## src/rtl/core_ctrl_fsm_pkg.sv

```systemverilog
// rtl/core_ctrl_fsm_pkg.sv - shared opcodes, state encoding and select encodings for the core sequencer
// Contents: RV32I major opcodes, sequencer state enum, pc_sel / wb_sel codes,
//           and is_legal() which classifies the opcodes the sequencer can execute.
package core_pkg;

    localparam logic [6:0] OP_R      = 7'b0110011;
    localparam logic [6:0] OP_IALU   = 7'b0010011;
    localparam logic [6:0] OP_LOAD   = 7'b0000011;
    localparam logic [6:0] OP_STORE  = 7'b0100011;
    localparam logic [6:0] OP_BRANCH = 7'b1100011;
    localparam logic [6:0] OP_JAL    = 7'b1101111;
    localparam logic [6:0] OP_JALR   = 7'b1100111;
    localparam logic [6:0] OP_LUI    = 7'b0110111;
    localparam logic [6:0] OP_AUIPC  = 7'b0010111;

    typedef enum logic [2:0] {
        ST_FETCH,
        ST_DECODE,
        ST_EXECUTE,
        ST_MEM,
        ST_WB,
        ST_TRAP
    } state_t;

    // pc_sel: next-PC source
    localparam logic [1:0] PC_PLUS4 = 2'd0;
    localparam logic [1:0] PC_IMM   = 2'd1;
    localparam logic [1:0] PC_RS1   = 2'd2;

    // wb_sel: register-file write data source
    localparam logic [1:0] WB_ALU   = 2'd0;
    localparam logic [1:0] WB_MEM   = 2'd1;
    localparam logic [1:0] WB_PC4   = 2'd2;

    function automatic logic is_legal(input logic [6:0] op);
        case (op)
            OP_R, OP_IALU, OP_LOAD, OP_STORE, OP_BRANCH,
            OP_JAL, OP_JALR, OP_LUI, OP_AUIPC: is_legal = 1'b1;
            default:                           is_legal = 1'b0;
        endcase
    endfunction

endpackage

```

## src/rtl/core_ctrl_fsm_if.sv

```systemverilog
// rtl/core_ctrl_fsm_if.sv - instruction/data memory req/ack handshake bundle
// Signals: imem_req/imem_ack (instruction fetch), dmem_req/dmem_we/dmem_ack (data access).
// master = sequencer side, slave = memory side.
interface core_ctrl_fsm_if;
    logic imem_req;
    logic imem_ack;
    logic dmem_req;
    logic dmem_we;
    logic dmem_ack;

    modport master (
        output imem_req, dmem_req, dmem_we,
        input  imem_ack, dmem_ack
    );

    modport slave (
        input  imem_req, dmem_req, dmem_we,
        output imem_ack, dmem_ack
    );
endinterface

```

## src/rtl/core_ctrl_fsm_mem_wait_timer.sv

```systemverilog
// rtl/core_ctrl_fsm_mem_wait_timer.sv - bounded wait counter for a memory req/ack handshake
// Ports: clk, rst_n (sync active-low), clr (restart count), req, ack,
//        expired (req still unanswered on its last allowed cycle).
module mem_wait_timer #(
    parameter int MEM_TIMEOUT = 16
) (
    input  logic clk,
    input  logic rst_n,
    input  logic clr,
    input  logic req,
    input  logic ack,
    output logic expired
);

    localparam logic [7:0] LAST = 8'(MEM_TIMEOUT - 1);

    logic [7:0] cnt;

    always_ff @(posedge clk) begin
        if (!rst_n || clr) begin
            cnt <= '0;
        end else if (req && !ack) begin
            cnt <= cnt + 8'd1;
        end
    end

    // An ack arriving on the last cycle masks expiry, so the transfer completes normally.
    assign expired = req && !ack && (cnt == LAST);

endmodule

```

## src/rtl/core_ctrl_fsm.sv

```systemverilog
// rtl/core_ctrl_fsm.sv - multi-cycle FETCH/DECODE/EXECUTE/MEM/WB sequencer for the RV32I semi-core
// Ports: clk, rst_n (sync active-low); opcode, branch_taken from datapath;
//        mem (master handshake to imem/dmem); ir_load, reg_we, pc_we, pc_sel, wb_sel strobes;
//        retire pulse, instret counter, sticky illegal / bus_err trap flags.
module core_ctrl_fsm
    import core_pkg::*;
#(
    parameter int MEM_TIMEOUT = 16,
    parameter int CNT_W       = 32
) (
    input  logic             clk,
    input  logic             rst_n,
    input  logic [6:0]       opcode,
    input  logic             branch_taken,
    core_ctrl_fsm_if.master  mem,
    output logic             ir_load,
    output logic             reg_we,
    output logic             pc_we,
    output logic [1:0]       pc_sel,
    output logic [1:0]       wb_sel,
    output logic             retire,
    output logic [CNT_W-1:0] instret,
    output logic             illegal,
    output logic             bus_err
);

    state_t state, nxt;
    logic   imem_req_c, dmem_req_c, dmem_we_c;
    logic   set_illegal, set_bus_err;
    logic   wait_req, wait_ack, wait_clr, expired;

    // One timer serves both handshakes since only one can be pending at a time.
    assign wait_req = (state == ST_FETCH) || (state == ST_MEM);
    assign wait_ack = (state == ST_FETCH) ? mem.imem_ack : mem.dmem_ack;
    assign wait_clr = (nxt != state) && ((nxt == ST_FETCH) || (nxt == ST_MEM));

    mem_wait_timer #(.MEM_TIMEOUT(MEM_TIMEOUT)) u_timer (
        .clk     (clk),
        .rst_n   (rst_n),
        .clr     (wait_clr),
        .req     (wait_req),
        .ack     (wait_ack),
        .expired (expired)
    );

    always_ff @(posedge clk) begin
        if (!rst_n) begin
            state   <= ST_FETCH;
            instret <= '0;
            illegal <= 1'b0;
            bus_err <= 1'b0;
        end else begin
            state <= nxt;
            if (retire)      instret <= instret + CNT_W'(1);
            if (set_illegal) illegal <= 1'b1;
            if (set_bus_err) bus_err <= 1'b1;
        end
    end

    always_comb begin
        nxt         = state;
        imem_req_c  = 1'b0;
        dmem_req_c  = 1'b0;
        dmem_we_c   = 1'b0;
        ir_load     = 1'b0;
        reg_we      = 1'b0;
        pc_we       = 1'b0;
        pc_sel      = PC_PLUS4;
        wb_sel      = WB_ALU;
        retire      = 1'b0;
        set_illegal = 1'b0;
        set_bus_err = 1'b0;

        case (state)
            ST_FETCH: begin
                imem_req_c = 1'b1;
                if (mem.imem_ack) begin
                    ir_load = 1'b1;
                    nxt     = ST_DECODE;
                end else if (expired) begin
                    set_bus_err = 1'b1;
                    nxt         = ST_TRAP;
                end
            end
            ST_DECODE: begin
                if (is_legal(opcode)) begin
                    nxt = ST_EXECUTE;
                end else begin
                    set_illegal = 1'b1;
                    nxt         = ST_TRAP;
                end
            end
            ST_EXECUTE: begin
                // Branches finish here: no register write and no memory phase.
                if (opcode == OP_BRANCH) begin
                    pc_we  = 1'b1;
                    pc_sel = branch_taken ? PC_IMM : PC_PLUS4;
                    retire = 1'b1;
                    nxt    = ST_FETCH;
                end else if (opcode == OP_LOAD || opcode == OP_STORE) begin
                    nxt = ST_MEM;
                end else begin
                    nxt = ST_WB;
                end
            end
            ST_MEM: begin
                dmem_req_c = 1'b1;
                dmem_we_c  = (opcode == OP_STORE);
                if (mem.dmem_ack) begin
                    if (opcode == OP_STORE) begin
                        pc_we  = 1'b1;
                        retire = 1'b1;
                        nxt    = ST_FETCH;
                    end else begin
                        nxt = ST_WB;
                    end
                end else if (expired) begin
                    set_bus_err = 1'b1;
                    nxt         = ST_TRAP;
                end
            end
            ST_WB: begin
                reg_we = 1'b1;
                pc_we  = 1'b1;
                retire = 1'b1;
                nxt    = ST_FETCH;
                case (opcode)
                    OP_LOAD: wb_sel = WB_MEM;
                    OP_JAL:  begin wb_sel = WB_PC4; pc_sel = PC_IMM; end
                    OP_JALR: begin wb_sel = WB_PC4; pc_sel = PC_RS1; end
                    default: ;
                endcase
            end
            ST_TRAP: ;
            default: nxt = ST_FETCH;
        endcase

        // Strobes are forced low during reset so an in-flight req is dropped, not completed.
        if (!rst_n) begin
            imem_req_c  = 1'b0;
            dmem_req_c  = 1'b0;
            dmem_we_c   = 1'b0;
            ir_load     = 1'b0;
            reg_we      = 1'b0;
            pc_we       = 1'b0;
            pc_sel      = PC_PLUS4;
            wb_sel      = WB_ALU;
            retire      = 1'b0;
            set_illegal = 1'b0;
            set_bus_err = 1'b0;
        end
    end

    assign mem.imem_req = imem_req_c;
    assign mem.dmem_req = dmem_req_c;
    assign mem.dmem_we  = dmem_we_c;

endmodule

```

## src/flat_wrapper.sv

```systemverilog
// flat-port wrapper written by rule: the top's interface ports become plain ports
module core_ctrl_fsm_flat import core_pkg::*;
#(
    parameter int MEM_TIMEOUT = 16,
    parameter int CNT_W       = 32
)
  (clk, rst_n, opcode, branch_taken, ir_load, reg_we, pc_we, pc_sel, wb_sel, retire, instret, illegal, bus_err, mem_imem_req, mem_dmem_req, mem_dmem_we, mem_imem_ack, mem_dmem_ack);
  core_ctrl_fsm_if mem_i ();
  input  logic clk;
  input  logic rst_n;
  input  logic [6:0] opcode;
  input  logic branch_taken;
  output logic ir_load;
  output logic reg_we;
  output logic pc_we;
  output logic [1:0] pc_sel;
  output logic [1:0] wb_sel;
  output logic retire;
  output logic [CNT_W-1:0] instret;
  output logic illegal;
  output logic bus_err;
  output wire logic [$bits(mem_i.imem_req)-1:0] mem_imem_req;
  output wire logic [$bits(mem_i.dmem_req)-1:0] mem_dmem_req;
  output wire logic [$bits(mem_i.dmem_we)-1:0] mem_dmem_we;
  input wire logic [$bits(mem_i.imem_ack)-1:0] mem_imem_ack;
  input wire logic [$bits(mem_i.dmem_ack)-1:0] mem_dmem_ack;
  assign mem_imem_req = mem_i.imem_req;
  assign mem_dmem_req = mem_i.dmem_req;
  assign mem_dmem_we = mem_i.dmem_we;
  assign mem_i.imem_ack = mem_imem_ack;
  assign mem_i.dmem_ack = mem_dmem_ack;
  core_ctrl_fsm #(.MEM_TIMEOUT(MEM_TIMEOUT), .CNT_W(CNT_W)) u_core (.clk(clk), .rst_n(rst_n), .opcode(opcode), .branch_taken(branch_taken), .mem(mem_i), .ir_load(ir_load), .reg_we(reg_we), .pc_we(pc_we), .pc_sel(pc_sel), .wb_sel(wb_sel), .retire(retire), .instret(instret), .illegal(illegal), .bus_err(bus_err));
endmodule
```

## config.mk

```make
export PLATFORM = sky130hd
export DESIGN_NAME = core_ctrl_fsm_flat
export DESIGN_NICKNAME = d
export VERILOG_FILES = /design/src/rtl/core_ctrl_fsm_pkg.sv /design/src/rtl/core_ctrl_fsm_if.sv /design/src/rtl/core_ctrl_fsm_mem_wait_timer.sv /design/src/rtl/core_ctrl_fsm.sv /design/src/flat_wrapper.sv
export SDC_FILE = /design/constraint.sdc
export NUM_CORES = 1
export LEC_CHECK = 0
export ABC_CLOCK_PERIOD_IN_PS = 2710
export CORE_AREA = 2 2 67 85
export DETAILED_ROUTE_END_ITERATION = 12
export DIE_AREA = 0 0 69 87
export PLACE_DENSITY = 0.8
export SYNTH_ARGS = -nofsm -noshare
export SYNTH_HDL_FRONTEND = slang
export SYNTH_HIERARCHICAL = 1
export SYNTH_SLANG_ARGS = --single-unit
export TNS_END_PERCENT = 20
```

## constraint.sdc

```tcl
create_clock -name clk -period 2.71 [get_ports clk]
set_clock_uncertainty 0.1 [all_clocks]
set_input_delay 0.271 -clock clk [delete_from_list [all_inputs] [get_ports clk]]
set_output_delay 0.271 -clock clk [all_outputs]
set_load 0.02 [all_outputs]
```

### Word level (Yosys, flattened, before mapping)

Cells that the tools add are included.
Widths: inputs -> output; s select.

| cells by class | value |
|---|---|
| add/subtract/negate cells | 2 |
| equal/unequal tests | 17 |
| mux-type cells | 43 |
| reduce and logical (&&, ||, !) cells | 13 |

Operator list:

| operator | count |
|---|---|
| $add 32x1->32 const B | 1 |
| $mux 1 | 26 |
| $eq 7x6->1 const B | 3 |
| $eq 7x7->1 const B | 3 |
| $mux 3 | 7 |
| $pmux 3 s5 | 1 |
| $eq 7x5->1 const B | 2 |
| $pmux 2 s2 | 3 |
| $eq 3x2->1 const B | 3 |
| $reduce_or 9->1 | 1 |
| $add 8x1->8 const B | 1 |
| $eq 8x4->1 const B | 1 |
| $mux 2 | 4 |
| $eq 7x2->1 const B | 1 |
| $eq 3x3->1 const B | 2 |
| $logic_not 3->1 | 2 |
| $logic_or 1x1->1 | 4 |
| $eq 3x1->1 const B | 1 |
| $logic_and 1x1->1 | 3 |
| $ne 3x3->1 | 1 |
| $pmux 1 s3 | 1 |
| $logic_not 1->1 | 2 |
| $pmux 1 s2 | 1 |
| $reduce_or 2->1 | 1 |

| word-level totals | value |
|---|---|
| register bits after elaboration | 45 |
| input bits | 12 |
| output and inout bits | 45 |
| logic and storage cells | 80 |

### Longest topological paths before layout

| logic depth | value |
|---|---|
| depth after elaboration | 12 |
| gate-level depth with buffers | 10 |
| gate-level depth less buffers | 8 |

### Cells and area by module

Netlist, hierarchy kept.

Modules (own cells, without submodules):

| module | instances | cells each | area an instance (sq um) | seq. area each (sq um) |
|---|---|---|---|---|
| core_ctrl_fsm | 1 | 262 | 2128.3 | 740.7 |
| mem_wait_timer | 1 | 42 | 379.1 | 160.2 |

### Least setup slack after synthesis

OpenSTA, ideal clock, no wires.

| path | value |
|---|---|
| path kind | reg-to-reg |
| start point | register u_core.state[0] |
| end point | register u_core.state[0] |
| setup time | 71 ps |
| arrival time | 2067 ps |
| required time | 2539 ps |
| setup slack | 473 ps |
| cell stages (with the launch flop) | 11 |
| buffers on the path | 2 |
| clock period less this slack | 2237 ps |
| path through | dfxtp_1 clkbuf_1 nor3_1 mux2_2 nand2b_1 buf_2 nor3_1 o21ai_0 a21oi_1 o21ai_0 a21oi_1 |

| between the ends | value |
|---|---|
| word-level cells in the longest chain between the ends | 8 |
| elaborated cells between the ends (all ways) | 14 |
| those cells by class | eq/ne (4); mux (5); reduce/logical (5) |

RTL lines:

| element | line | source |
|---|---|---|
| from (decl) | core_ctrl_fsm.sv:27 | `state_t state, nxt;` |
| from (signal assigned) | core_ctrl_fsm.sv:53 | `state <= nxt;` |
| $logic_not 3->1 (*) | core_ctrl_fsm.sv:34 | `assign wait_ack = (state == ST_FETCH) ? mem.imem_ack : mem.dmem_ack;` |
| $mux 1 (*) | core_ctrl_fsm.sv:34 |  |
| via u_core.wait_ack | core_ctrl_fsm.sv:30 | `logic wait_req, wait_ack, wait_clr, expired;` |
| $logic_not 1->1 (*) | core_ctrl_fsm_mem_wait_timer.sv:28 | `assign expired = req && !ack && (cnt == LAST);` |
| $logic_and 1x1->1 (*) (2 in series) | core_ctrl_fsm_mem_wait_timer.sv:28 |  |
| via u_core.expired | core_ctrl_fsm.sv:30 |  |
| $mux 3 (*) | core_ctrl_fsm.sv:80, core_ctrl_fsm.sv:117 |  |
| $mux 3 (on tied branches) | core_ctrl_fsm.sv:109, core_ctrl_fsm.sv:77 |  |
| $pmux 3 s5 (*) | core_ctrl_fsm.sv:74 | `case (state)` |

Mark *: on every way through the listed nets, which the timed path passes. The rest lies on a longest branch.
A chain may end at the register's enable or synchronous reset.

### Final worst setup path

| path | value |
|---|---|
| start point | register u_core.state[0] |
| end point | output pc_sel[1] |

| between the ends | value |
|---|---|
| word-level cells in the longest chain between the ends | 3 |
| elaborated cells between the ends (all ways) | 4 |
| those cells by class | eq/ne (2); mux (2) |

RTL lines:

| element | line | source |
|---|---|---|
| $eq 3x3->1 or $eq 3x2->1 (tied branches) | core_ctrl_fsm.sv:74 |  |
| $pmux 2 s2 (*) | core_ctrl_fsm.sv:74 |  |
| $mux 2 (*) | core_ctrl_fsm.sv:139 | `if (!rst_n) begin` |
| to (decl) | flat_wrapper.sv:16 | `output logic [1:0] pc_sel;` |

Every way passes the cells marked *; elsewhere a longest branch is shown, timed or not.

==> flow_metrics.py <==
metrics = {
    "run": {
        "cap_violations": 0,
    },
    "placed_design": {
        "dp.cells": 419,
        "placed_cell_area_um2": 3140,
        "post-dp-hpwl_mm": 4.61,
        "io_buffers": 56,
        "gp_congestion": 0.806,
        "post-place-ws_ps": 166,
    },
    "power": {
        "peakVddDrop_mv": 0.419,
        "p_leak_nw": 1.15,
        "power.density_nw_per_um2": 394,
    },
    "route": {
        "vias": 2456,
        "first_pass_iters": 4,
        "first_iter_violations": 83,
        "viasPerCell": 5.75,
        "wl_mm": 6.23,
        "ant_nets": 0,
        "drc_errors": 0,
        "post_drt_wl_per_cell_um": 14.6,
    },
    "layout": {
        "fin_util_pct": 61.7,
        "final_cell_area_um2": 3240,
        "nets": 376,
        "fillCellCount": 504,
        "layout-drive-gt1-share_pct": 8.82,
        "stdcell_count": 427,
        "area_growth_syn_to_layout_pct": 29.3,
        "antenna_cells": 0,
    },
    "synth": {
        "yosysTopAreaCell": "dfxtp_1",
        "synth_area_um2": 2510,
        "yosys_warnings": 6,
        "seq_area_frac_synth_pct": 35.9,
        "synthArstFlopShare_pct": 0,
        "synth_area_leaders": "dfxtp_1 36%, a21oi_1 5.8%, nor2_1 4.2%, nand2_1 4.0%, xor2_1 3.5%",
        "yosysMostFrequentCell": "dfxtp_1",
        "synth.distinct_cells": 53,
        "synthesis.nets": 318,
        "synth_top_area_share_pct": 35.9,
        "synth_common_cells": "45 x dfxtp_1, 29 x a21oi_1, 28 x nor2_1, 27 x nand2_1, 14 x o21ai_0",
        "syn_avg_cell_area_um2": 8.25,
        "ys_seq_elements": 45,
        "synth_edf_count": 0,
        "synth_top_flop_cell": "dfxtp_1",
        "syn_inst": 304,
    },
    "run_status": {
        "status": "completed",
    },
    "die": {
        "initial_core_util_pct": 47.7,
        "dieArea_um2": 6000,
        "fp.dieW_um": 69,
        "ios": 57,
        "core_um2": 5260,
        "die_height_um": 87,
        "rows": 30,
    },
    "worst_setup_path": {
        "cp.arrival_ps": 2190,
        "cp.required_ps": 2340,
        "startpoint_type": "flip-flop",
        "cp_max_fo": 13,
        "criticalPathCategory": "flip-flop to output port",
        "critPathCaptureType": "output port",
    },
    "clock_network": {
        "cts_made_buffers": 5,
        "tritoncts": "built",
        "root_buffer": "clkbuf_8",
        "cts_buffer_depth": 2,
        "clock_latency_ps": 290,
        "cts.sink_count": 45,
        "cts_htree_levels": 2,
        "cts.reportedPaths.clkPinSlew_ps": 80,
    },
    "grt": {
        "grt_max_degree": 28,
        "overflow": 0,
        "antenna_found_initial": 0,
        "grt_use_total_pct": 20.5,
        "grt_pass1_wl_mm": 10.3,
        "grt_pass1_vias": 2321,
    },
    "timing": {
        "fin_ws_ps": 150,
        "rsz0062_at_grt": "no",
        "tns_ps": 0,
        "setup_viol": 0,
        "max_freq_ghz": 0.391,
        "min_period_over_period_pct": 94.5,
        "period_minus_slack_ps": 2560,
        "hold_viol_final": 0,
        "timing.final.max_slew_violations": 0,
        "tightest_slew_ps": 464,
        "slew_headroom_pct": 69.0,
    },
    "min_path": {
        "min-delay-path-class": "flip-flop to flip-flop",
    },
}
area by class of cell:
| type | instances | area [um2] | area share [%] |
|---|---|---|---|
| clock buffers | 7 | 96.3 | 2.97 |
| well taps | 64 | 80.1 | 2.47 |
| multi-input cells | 238 | 1500 | 46.4 |
| flip-flops and latches | 45 | 903 | 27.9 |
| repair buffers | 65 | 628 | 19.4 |
| clock inverters | 1 | 5.00 | 0.154 |
| inverters | 7 | 26.3 | 0.810 |
cell usage in the layout (no fill, tap or decap), types with 2 or more instances in the layout:
master,netlist,layout
nand3_1,12,12
o311ai_0,2,2
nand2b_1,9,9
nand4_1,7,7
o2111ai_1,6,6
or4_1,6,6
xor2_1,10,10
or3_1,11,11
buf_4,4,9
clkdlybuf4s50_1,0,56
xnor2_1,6,6
and4_1,4,4
o31ai_1,4,4
inv_1,7,7
ha_1,2,2
nor3_1,9,9
o21ai_0,14,14
dfxtp_2,0,2
nor2b_1,3,3
nor4b_1,2,2
and2_1,4,4
nand3_2,2,2
nand2_1,27,27
and3_1,6,6
dfxtp_1,45,43
mux2i_1,6,6
a21oi_1,29,29
clkbuf_8,0,7
o21a_1,7,7
nor2_1,28,28
power by group:
part / total, mW / internal (mW) / switching [mW] / leakage [nW]
logic: 0.141 / 0.0640 / 0.0766 / 0.728
clock network: 0.451 / 0.231 / 0.221 / 0.0542
registers: 0.687 / 0.671 / 0.0164 / 0.364
total: 1.28 / 0.966 / 0.314 / 1.15
state kept, by name, indices dropped and copies added (netlist names):
signal / cells
u_core/state: 3
u_core/instret: 32
u_core/u_timer/cnt: 8
u_core/bus_err: 1
u_core/illegal: 1
timing repair:
| action | 4_1_cts | 5_1_grt |
|---|---|---|
| setup buffers | 0 | 0 |
| hold buffers | 0 | 0 |
| gates resized for setup | 0 | 2 |
| endpoints found under the setup margin | 0 | 5 |
path summary, 6_finish.rpt:
path	from	end	slack (ps)	cells past startpoint
max	u_core/state[0]$_SDFF_PN0_	pc_sel[1]	150	5
min	u_core/illegal$_SDFFE_PN0P_	u_core/illegal$_SDFFE_PN0P_	350	2
max reg2reg	u_core/state[0]$_SDFF_PN0_	u_core/state[2]$_SDFF_PN0_	390	7
min reg2reg	u_core/illegal$_SDFFE_PN0P_	u_core/illegal$_SDFFE_PN0P_	350	2
through the flow:
stage	power (mW)	hold WS [ps]
floorplan	0.787	347
global placement	0.840	337
detailed placement	0.843	339
CTS	1.29	352
global route	1.34	364
finish	1.28	352
cells by family after synthesis:
group	Yosys count	synth area share (%)
buffers and inverters	21	4.09
DFF	45	35.9
xor gates and xnor gates	16	5.59
muxes	7	2.84
adders and majority gates	2	0.998
AOI/OAI and AO/OA	72	19.3
and+or+nand+nor	141	31.3
layer usage:
layer | vias up | global-route usage [%] | wire, um | part of all wire, %
li1 | 1231 | - | - | -
met1 | 1161 | 23.5 | 2620 | 42
met2 | 52 | 36.8 | 3250 | 52
met3 | 12 | 4.28 | 244 | 3.9
met4 | 0 | 9.45 | 119 | 1.9
met5 | - | 0 | 0 | 0
critical path, stage by stage (launching register included):
cell and delay, ps:
dfxtp_1 450, nor3b_2 350, nand2_2 130, nor2b_1 190, nor2b_1 160, clkdlybuf4s50_1 610
Power figures use the tool's default switching activity.
